## config.mk

```make
export PLATFORM = sky130hd
export DESIGN_NAME = dwt_core_l1
export DESIGN_NICKNAME = d
export VERILOG_FILES = /design/src/rtl/dwt_pkg.sv /design/src/rtl/dwt_mac.sv /design/src/rtl/dwt_core_l1.sv
export SDC_FILE = /design/constraint.sdc
export NUM_CORES = 2
export LEC_CHECK = 0
export CORE_MARGIN = 4
export CORE_UTILIZATION = 40
export CTS_CLUSTER_DIAMETER = 100
export CTS_CLUSTER_SIZE = 30
export DETAILED_ROUTE_END_ITERATION = 10
export PLACE_DENSITY_LB_ADDON = 0.08
export SLEW_MARGIN = 10
export SYNTH_ARGS = -nofsm -noshare
export SYNTH_HDL_FRONTEND = slang
export SYNTH_SLANG_ARGS = --single-unit
```

## constraint.sdc

```tcl
create_clock -name iclk -period 23.5 [get_ports iclk]
set_input_delay 3.525 -clock iclk [delete_from_list [all_inputs] [get_ports iclk]]
set_output_delay 3.525 -clock iclk [all_outputs]
set_load 0.02 [all_outputs]
```

## src/rtl/dwt_pkg.sv

```systemverilog
// dwt_pkg: DB6 decomposition filter constants (Q1.15) and shared types for the DWT core
package dwt_pkg;
  localparam int pWIDTH = 16;
  localparam int DWT_TAPS = 12;
  typedef logic signed [pWIDTH-1:0] coef_t;
  localparam coef_t pDB6_Lo_D [DWT_TAPS] = '{
    -16'sd35, 16'sd157, 16'sd18, -16'sd1035, 16'sd902, 16'sd3195,
    -16'sd4252, -16'sd7414, 16'sd10330, 16'sd24613, 16'sd16208, 16'sd3655
  };
  // Hi_D[k] = (-1)^(k+1) * Lo_D[11-k]
  localparam coef_t pDB6_Hi_D [DWT_TAPS] = '{
    -16'sd3655, 16'sd16208, -16'sd24613, 16'sd10330, 16'sd7414, -16'sd4252,
    -16'sd3195, 16'sd902, 16'sd1035, 16'sd18, -16'sd157, -16'sd35
  };
endpackage

```

## src/rtl/dwt_mac.sv

```systemverilog
// dwt_mac: signed multiply-accumulate with synchronous clear and enable
module dwt_mac #(
  parameter int pWIDTH = 16
) (
  input  logic                       iclk,
  input  logic                       irst,
  input  logic                       clr,
  input  logic                       en,
  input  logic signed [pWIDTH-1:0]   a,
  input  logic signed [pWIDTH-1:0]   b,
  output logic signed [2*pWIDTH+3:0] acc
);
  logic signed [2*pWIDTH-1:0] prod;
  assign prod = a * b;
  always_ff @(posedge iclk or negedge irst)
    if (!irst) acc <= '0;
    else acc <= clr ? '0 : en ? acc + (2*pWIDTH+4)'(prod) : acc;
endmodule

```

## src/rtl/dwt_core_l1.sv

```systemverilog
// dwt_core_l1: one-level DB6 analysis (L/H, decimate by 2) with a 12-cycle sequential MAC.
// Define DWT_OUT_SAT_EN to clamp results to the output range instead of wrapping.
module dwt_core_l1 #(
  parameter int pWIDTH = dwt_pkg::pWIDTH
) (
  input  logic                       iclk,
  input  logic                       irst,
  input  logic                       iclk_ena,
  input  logic                       iclk_enax2,
  input  logic signed [pWIDTH-1:0]   idat,
  input  logic                       iena,
  output logic                       oena,
  output logic signed [2*pWIDTH-1:0] odatH,
  output logic signed [2*pWIDTH-1:0] odatL
);
  import dwt_pkg::*;
  localparam int OW = 2*pWIDTH;
  localparam int AW = OW + 4;
  localparam logic [3:0] LAST = 4'(DWT_TAPS - 1);
  logic signed [pWIDTH-1:0] dl [DWT_TAPS];
  logic signed [pWIDTH-1:0] dl_nx [DWT_TAPS];
  logic signed [pWIDTH-1:0] snap [DWT_TAPS];
  logic signed [AW-1:0] acc_l, acc_h;
  logic [3:0] tap;
  logic accept, pair, flag, busy;
  assign accept = iclk_enax2 & iena;
  always_comb begin
    dl_nx[0] = accept ? idat : dl[0];
    for (int i = 1; i < DWT_TAPS; i++) dl_nx[i] = accept ? dl[i-1] : dl[i];
  end
`ifdef DWT_OUT_SAT_EN
  localparam logic signed [OW-1:0] OMAX = {1'b0, {(OW-1){1'b1}}};
  localparam logic signed [OW-1:0] OMIN = {1'b1, {(OW-1){1'b0}}};
  function automatic logic signed [OW-1:0] fit(input logic signed [AW-1:0] a);
    return a > AW'(OMAX) ? OMAX : a < AW'(OMIN) ? OMIN : OW'(a);
  endfunction
`else
  function automatic logic signed [OW-1:0] fit(input logic signed [AW-1:0] a);
    return OW'(a);
  endfunction
`endif
  // pair marks one sample taken since the last snapshot; a second one at the snapshot completes the pair
  always_ff @(posedge iclk or negedge irst)
    if (!irst) begin
      dl <= '{default: '0};
      snap <= '{default: '0};
      pair <= 1'b0;
      flag <= 1'b0;
      busy <= 1'b0;
      tap <= '0;
      oena <= 1'b0;
      odatL <= '0;
      odatH <= '0;
    end else begin
      dl <= dl_nx;
      pair <= iclk_ena ? 1'b0 : pair ^ accept;
      if (iclk_ena) begin
        snap <= dl_nx;
        flag <= pair & accept;
        busy <= 1'b1;
        tap <= '0;
        oena <= flag;
        odatL <= flag ? fit(acc_l) : odatL;
        odatH <= flag ? fit(acc_h) : odatH;
      end else if (busy) begin
        busy <= tap != LAST;
        tap <= tap == LAST ? tap : tap + 4'd1;
      end
    end
  dwt_mac #(.pWIDTH(pWIDTH)) u_mac_l (
    .iclk(iclk), .irst(irst), .clr(iclk_ena), .en(busy),
    .a(snap[tap]), .b(pDB6_Lo_D[tap]), .acc(acc_l)
  );
  dwt_mac #(.pWIDTH(pWIDTH)) u_mac_h (
    .iclk(iclk), .irst(irst), .clr(iclk_ena), .en(busy),
    .a(snap[tap]), .b(pDB6_Hi_D[tap]), .acc(acc_h)
  );
endmodule

```

== After elaboration in Yosys (flattened, before gate mapping) ==
Memory sizes are Yosys's and may differ from the RTL's.
Cells that the tools add are included.

* $add $sub $neg: 3
* Multiply operators: 2
* Div/mod/pow operators: 0
* $lt $le $gt $ge: 1
* Equality and inequality tests: 3
* Shifts and indexed selects: 0
* Multiplexer cells: 29
* Bitwise gates (word level): 4
* Reductions and logical operators: 3

{| class="wikitable"
|+ Operators with widths
! operator !! number
|-
| 2-to-1 mux 16 bit || 18
|-
| 2-to-1 mux 36 bit || 4
|-
| adder 36 bit || 2
|-
| binary-select mux 16 bit (select 4 bit) || 1
|-
| multiplier 16 x 16 -> 32 bit || 2
|-
| 2-to-1 mux 4 bit || 3
|-
| >= comparator 5 bit, second input constant || 1
|-
| NOT 4 -> 5 bit || 1
|-
| adder 4 x 1 -> 4 bit, second input constant || 1
|-
| equality test 4 bit, second input constant || 1
|-
| inequality test 4 bit, second input constant || 1
|-
| AND reduction 2 bit || 2
|-
| 2-to-1 mux 1 bit || 3
|-
| AND 1 bit || 2
|-
| inequality test 2 bit, second input constant || 1
|-
| nonzero test 2 bit || 1
|-
| XOR 1 bit || 1
|}

* Register bits: 528
* Bits in latches: 0
* Bits in writable memories: 0
* Bits in read-only memories: 512
* Memories kept: 2

{| class="wikitable"
|+ Memories
! memory !! words !! width !! rd ports !! clocked after memory_dff !! wr ports !! RTL line !! text
|-
| (no name shown) || 16 || 16 || 1 || 0 || 0 || dwt_core_l1.sv:76 || <nowiki>.a(snap[tap]), .b(pDB6_Hi_D[tap]), .acc(acc_h)</nowiki>
|-
| (no name shown) || 16 || 16 || 1 || 0 || 0 || dwt_core_l1.sv:72 || <nowiki>.a(snap[tap]), .b(pDB6_Lo_D[tap]), .acc(acc_l)</nowiki>
|}

== Depth between registers and ports, before layout ==
* Word-level depth: 8
* Gate-level depth with buffers: 43
* Gate-level depth less buffers: 39

== Hierarchy ==
A second synthesis with hierarchy kept.

* Cells, all modules: 4101
* Area total of the unflattened synthesis: 45257.2 um2

{| class="wikitable"
|+ Modules (own cells, without submodules)
! module !! times used !! cells an instance !! area an instance (um2)
|-
| dwt_core_l1 || 1 || 1179 || 19252.2
|-
| dwt_mac at u_mac_h || 1 || 1458 || 13005.0
|-
| dwt_mac at u_mac_l || 1 || 1464 || 13000.0
|}

== Worst setup path before layout ==
No wires, ideal clock.

* Kind: reg2reg
* From: register tap[0]
* To: register u_mac_l.acc[31]
* Setup time: 104 ps
* Arrival: 9630 ps
* Slack: 13766 ps
* Stages on the path, launching flop included: 41
* Path buffers: 5
* Path through: dfrtp_1 buf_2 buf_2 buf_2 inv_1 ha_1 clkbuf_1 a21o_1 o21ai_1 clkbuf_1 nor2_1 fa_1 inv_1 fa_1 fa_1 inv_1 fa_1 fa_1 (+5 left out) a21oi_1 o21a_1 nand2_1 a31o_2 a21o_1 a21oi_1 xnor2_1 ha_1 a21o_1 a211oi_2 nand3_1 nor3b_2 nor4b_1 o21a_1 o41a_1 a311o_1 or3_1 o311ai_1

* Cells in the longest elaborated chain, start to end: 8

{| class="wikitable"
|+ Ends and longest elaborated chain
! what !! RTL line !! text
|-
| start, declared || dwt_core_l1.sv:24 || <nowiki>logic [3:0] tap;</nowiki>
|-
| start signal, assigned || dwt_core_l1.sv:67 || <nowiki>tap <= tap == LAST ? tap : tap + 4'd1;</nowiki>
|-
| NOT 4 -> 5 bit (implied by the code) * || dwt_core_l1.sv:72 ||
|-
| memory read (16 x 16 bit) / binary-select mux 16 bit (select 4 bit) (equally long branches) || n/a ||
|-
| 2-to-1 mux 16 bit (implied by the code) (2 in a row) || dwt_core_l1.sv:72 ||
|-
| multiplier 16 x 16 -> 32 bit * || dwt_mac.sv:14 || <nowiki>assign prod = a * b;</nowiki>
|-
| adder 36 bit * || dwt_mac.sv:17 || <nowiki>else acc <= clr ? '0 : en ? acc + (2*pWIDTH+4)'(prod) : acc;</nowiki>
|-
| 2-to-1 mux 36 bit * (2 in a row) || dwt_mac.sv:17 ||
|-
| end signal, assigned || dwt_mac.sv:17 ||
|-
| end, declared || dwt_mac.sv:11 || <nowiki>output logic signed [2*pWIDTH+3:0] acc</nowiki>
|}

Every way passes the cells marked *; elsewhere a longest branch is shown, timed or not. The select of a mux whose other input is x is not followed.
A chain may end at the register's enable or synchronous reset.

== Final worst setup path ==
Same ends and word-level chain as after synthesis.

==> impl_metrics.sql <==
INSERT INTO impl_metrics (metric_group, metric, value, unit) VALUES
('min_path', 'hold_start', 'odatH[1]$_DFFE_PN0P_', ''),
('final_layout', 'layout.cells.most_common', 'sky130_fd_sc_hd__inv_1', ''),
('global_routing', 'globalRouteTotalUtil', '0.202', ''),
('global_routing', 'globalRoute.busiestLayer', 'met2', ''),
('clock_tree', 'cts_tree', 'yes', ''),
('place', 'port_buffers', '85', ''),
('clock_tree', 'postCtsHoldBufs', '0', ''),
('synthesis', 'postSynthNetCount', '4776', ''),
('place', 'gp_congestion', '0.880', ''),
('worst_setup_path', 'timing.critical_path.mode_cell', 'sky130_fd_sc_hd__fa_1', ''),
('final_layout', 'mostFrequentLayoutCells', 'sky130_fd_sc_hd__inv_1 (640), sky130_fd_sc_hd__fa_1 (525), sky130_fd_sc_hd__dfrtp_1 (515)', ''),
('die', 'ioPinCount', '86', ''),
('synthesis', 'synth-warning-count', '0', ''),
('global_routing', 'grtUsageMet1', '0.301', ''),
('clock_tree', 'clockBufferDepth', '3', ''),
('synthesis', 'yosysTopAreaCell', 'sky130_fd_sc_hd__dfrtp_1', ''),
('synthesis', 'syn_area_per_cell', '10.8', 'sq um'),
('place', 'dp_hpwl', '83800', 'microns'),
('worst_setup_path', 'setup.worst_path.start', 'tap[0]$_DFFE_PN0P_', ''),
('worst_setup_path', 'crit_required', '24.04', 'ns'),
('synthesis', 'synth-seq-area-share', '0.300', ''),
('global_routing', 'grt_start_max_net_pins', '157', ''),
('clock_tree', 'cts.sinks', '520', ''),
('synthesis', 'synth_flop_cell', 'sky130_fd_sc_hd__dfrtp_1', ''),
('die', 'placementRows', '120', ''),
('synthesis', 'synthesis.area', '0.0434', 'sq mm'),
('final_layout', 'num_antenna_cells', '0', ''),
('global_routing', 'number_of_global_route_vias_before_repair', '30265', ''),
('final_layout', 'final_net_count', '4780', ''),
('clock_tree', 'post-cts-setup-buffers', '0', ''),
('worst_setup_path', 'timing.critical_path.to_type', 'flop', ''),
('sta', 'final_max_slew_viol_count', '0', ''),
('route', 'drt-pass1-iter-count', '7', ''),
('worst_setup_path', 'timing.critical_path.arrival', '11.34', 'ns'),
('sta', 'final_min_period_over_clock_period', '0.459', ''),
('sta', 'worst_clk_skew', '0.0240', 'ns'),
('flow_run', 'cap_viol_max_count', '0', ''),
('sta', 'finalWorstPathRequiredPeriod', '10.80', 'ns'),
('synthesis', 'post_synth_edffs', '0', ''),
('global_routing', 'groute.layer.met2.usage', '0.320', ''),
('worst_setup_path', 'worstReg2RegStart', 'tap[0]$_DFFE_PN0P_', ''),
('clock_tree', 'insertion_delay', '0.66', 'ns'),
('synthesis', 'synthDominantCellAreaShare', '0.300', ''),
('route', 'detailed_route_drc_error_count', '0', ''),
('clock_tree', 'clock_tree.root_cell', 'sky130_fd_sc_hd__clkbuf_16', ''),
('route', 'drt-wirelength-per-cell', '20.3', 'microns'),
('route', 'routed-via-count', '27732', ''),
('worst_setup_path', 'crit_type', 'flop to flop', ''),
('sta', 'final_setup_violation_count', '0', ''),
('clock_tree', 'ctsHtreeMaxLevel', '1', ''),
('sta', 'rsz_0062_raised_after_global_routing', 'false', ''),
('die', 'die-area', '0.114', 'sq mm'),
('worst_setup_path', 'max_stage_delay', '0.78', 'ns'),
('worst_setup_path', 'setup.worst_path.start_class', 'flop', ''),
('sta', 'worst_slew_pin_slew', '1.31', 'ns'),
('min_path', 'holdCritPathClass', 'flop to flop', ''),
('route', 'detail-route-antenna-nets', '0', ''),
('clock_tree', 'postCtsResizedCells', '0', ''),
('clock_tree', 'cts_clk_pin_slew_worst_paths', '0.10', 'ns'),
('outcome', 'status', 'finished clean', ''),
('synthesis', 'synth_top_cells_by_area', 'sky130_fd_sc_hd__dfrtp_1 (30%), sky130_fd_sc_hd__fa_1 (24%), sky130_fd_sc_hd__mux2_2 (12%), sky130_fd_sc_hd__ha_1 (6.7%), sky130_fd_sc_hd__inv_1 (5.5%)', ''),
('die', 'die_height', '337', 'microns'),
('die', 'initial_utilization', '0.404', ''),
('synthesis', 'synth_cells', '3997', ''),
('die', 'chipWidth', '337', 'microns'),
('sta', 'clock.fmax', '92.6', 'MHz'),
('final_layout', 'area_growth', '7.52', '%'),
('final_layout', 'layout-drive-gt1-share', '0.153', ''),
('route', 'totalWireLength', '110000', 'microns'),
('sta', 'timing.max_slew.rel_slack', '0.122', ''),
('synthesis', 'synth_cell_types', '79', '');
-- logic make-up (layout without fill, tap and decap cells) --
group                      count (synthesis)  count (layout)  share of synthesized area
AOI/OAI and AO/OA                        395             395                     0.0594
xor gates and xnor gates                 122             122                     0.0250
adders and majority gates                758             758                      0.310
buffers and inverters                    800             814                     0.0695
DFF                                      520             520                      0.300
muxes                                    563             563                      0.153
and+or+nand+nor                          839             839                     0.0829
-- per-stage QoR --
step / setup slack [ns] / area, sq um / instances / utilization / hold WS (ns)
3_3_place_gp: 12.65 / 45800 / 5378 / 0.427 / 0.470
5_1_grt: 11.95 / 46600 / 5414 / 0.434 / 0.518
4_1_cts: 12.49 / 46600 / 5414 / 0.434 / 0.511
2_1_floorplan: 13.77 / 43400 / 3997 / - / 0.468
6_report: 12.70 / 46600 / 5414 / 0.434 / 0.503
3_5_place_dp: 12.55 / 45800 / 5378 / 0.427 / 0.480
-- path summary, 6_finish.rpt --
| check | end | slack (ns) | depth (start not counted) |
|---|---|---|---|
| setup / recovery | u_mac_l.acc[31]$_DFFE_PN0P_ | 12.70 | 33 |
| hold / removal | odatH[1]$_DFFE_PN0P_ | 0.50 | 2 |
| setup reg to reg | u_mac_l.acc[31]$_DFFE_PN0P_ | 12.70 | 33 |
| hold reg to reg | odatH[1]$_DFFE_PN0P_ | 0.50 | 2 |
| max in group asynchronous | u_mac_h.acc[26]$_DFFE_PN0P_ | 17.79 | 4 |
| min in group asynchronous | dl[176]$_DFF_PN0_ | 2.83 | 1 |
-- layout make-up --
type | instances | area (sq um)
well taps | 1403 | 1760
clock buffers | 24 | 601
flip-flops and latches | 520 | 13000
fillers | 10284 | 60700
inverters | 644 | 2420
clock inverters | 12 | 164
multi-input cells | 2677 | 27400
repair buffers | 134 | 1270
-- registers in the layout (all words and copies together), names as in the netlist, 4 cells and up --
signal       flops
snap           192
tap              4
u_mac_l.acc     32
u_mac_h.acc     32
dl             192
odatL           32
odatH           32
-- routing by layer --
layer / up-vias / wire (microns)
met5: - / 0
met4: 0 / 2120
met3: 91 / 4940
met2: 478 / 49500
met1: 14256 / 53500
li1: 12907 / -
-- synth_stat cells (4+ instances only) --
master                     instances
sky130_fd_sc_hd__and4_1            4
sky130_fd_sc_hd__fa_1            525
sky130_fd_sc_hd__dfrtp_1         520
sky130_fd_sc_hd__a21oi_1         124
sky130_fd_sc_hd__o22ai_1          13
sky130_fd_sc_hd__o21ai_1          11
sky130_fd_sc_hd__or3_1             9
sky130_fd_sc_hd__and2_1           12
sky130_fd_sc_hd__ha_1            233
sky130_fd_sc_hd__nand2b_1         24
sky130_fd_sc_hd__a41oi_1           5
sky130_fd_sc_hd__xnor2_1          83
sky130_fd_sc_hd__nor4b_1           5
sky130_fd_sc_hd__xor2_1           38
sky130_fd_sc_hd__o21ai_0          63
sky130_fd_sc_hd__nor2_1          340
sky130_fd_sc_hd__a211oi_1         11
sky130_fd_sc_hd__nand3b_1          8
sky130_fd_sc_hd__buf_1            23
sky130_fd_sc_hd__nand2_1         323
sky130_fd_sc_hd__o21bai_1         15
sky130_fd_sc_hd__clkbuf_1        124
sky130_fd_sc_hd__o22a_1           13
sky130_fd_sc_hd__nand4_1           7
sky130_fd_sc_hd__a31oi_1          10
sky130_fd_sc_hd__a21o_1           46
sky130_fd_sc_hd__mux2i_1          66
sky130_fd_sc_hd__nor2b_1          27
sky130_fd_sc_hd__nor4_1            4
sky130_fd_sc_hd__o21a_1           26
sky130_fd_sc_hd__mux4_2           35
sky130_fd_sc_hd__a211o_1           7
sky130_fd_sc_hd__inv_1           640
sky130_fd_sc_hd__o211ai_1          9
sky130_fd_sc_hd__buf_2             9
sky130_fd_sc_hd__nand3_1          35
sky130_fd_sc_hd__or2_2             6
sky130_fd_sc_hd__nor3_1           19
sky130_fd_sc_hd__o31a_1            4
sky130_fd_sc_hd__mux2_2          462
-- worst max-delay path, delay by kind of cell (launching register included) --
kind	cells	cell delay, ns
adder cells (fa/ha/maj)	8	3.72
flip-flops	1	0.77
multiplexers	2	0.83
AND/OR/NAND/NOR	5	0.93
AO/OA/AOI/OAI	12	3.33
buffers and inverters	5	0.94
XOR/XNOR	1	0.16
Power is not shown: default switching activity piles up to over one toggle a cycle in this logic, so the estimate is an artifact.
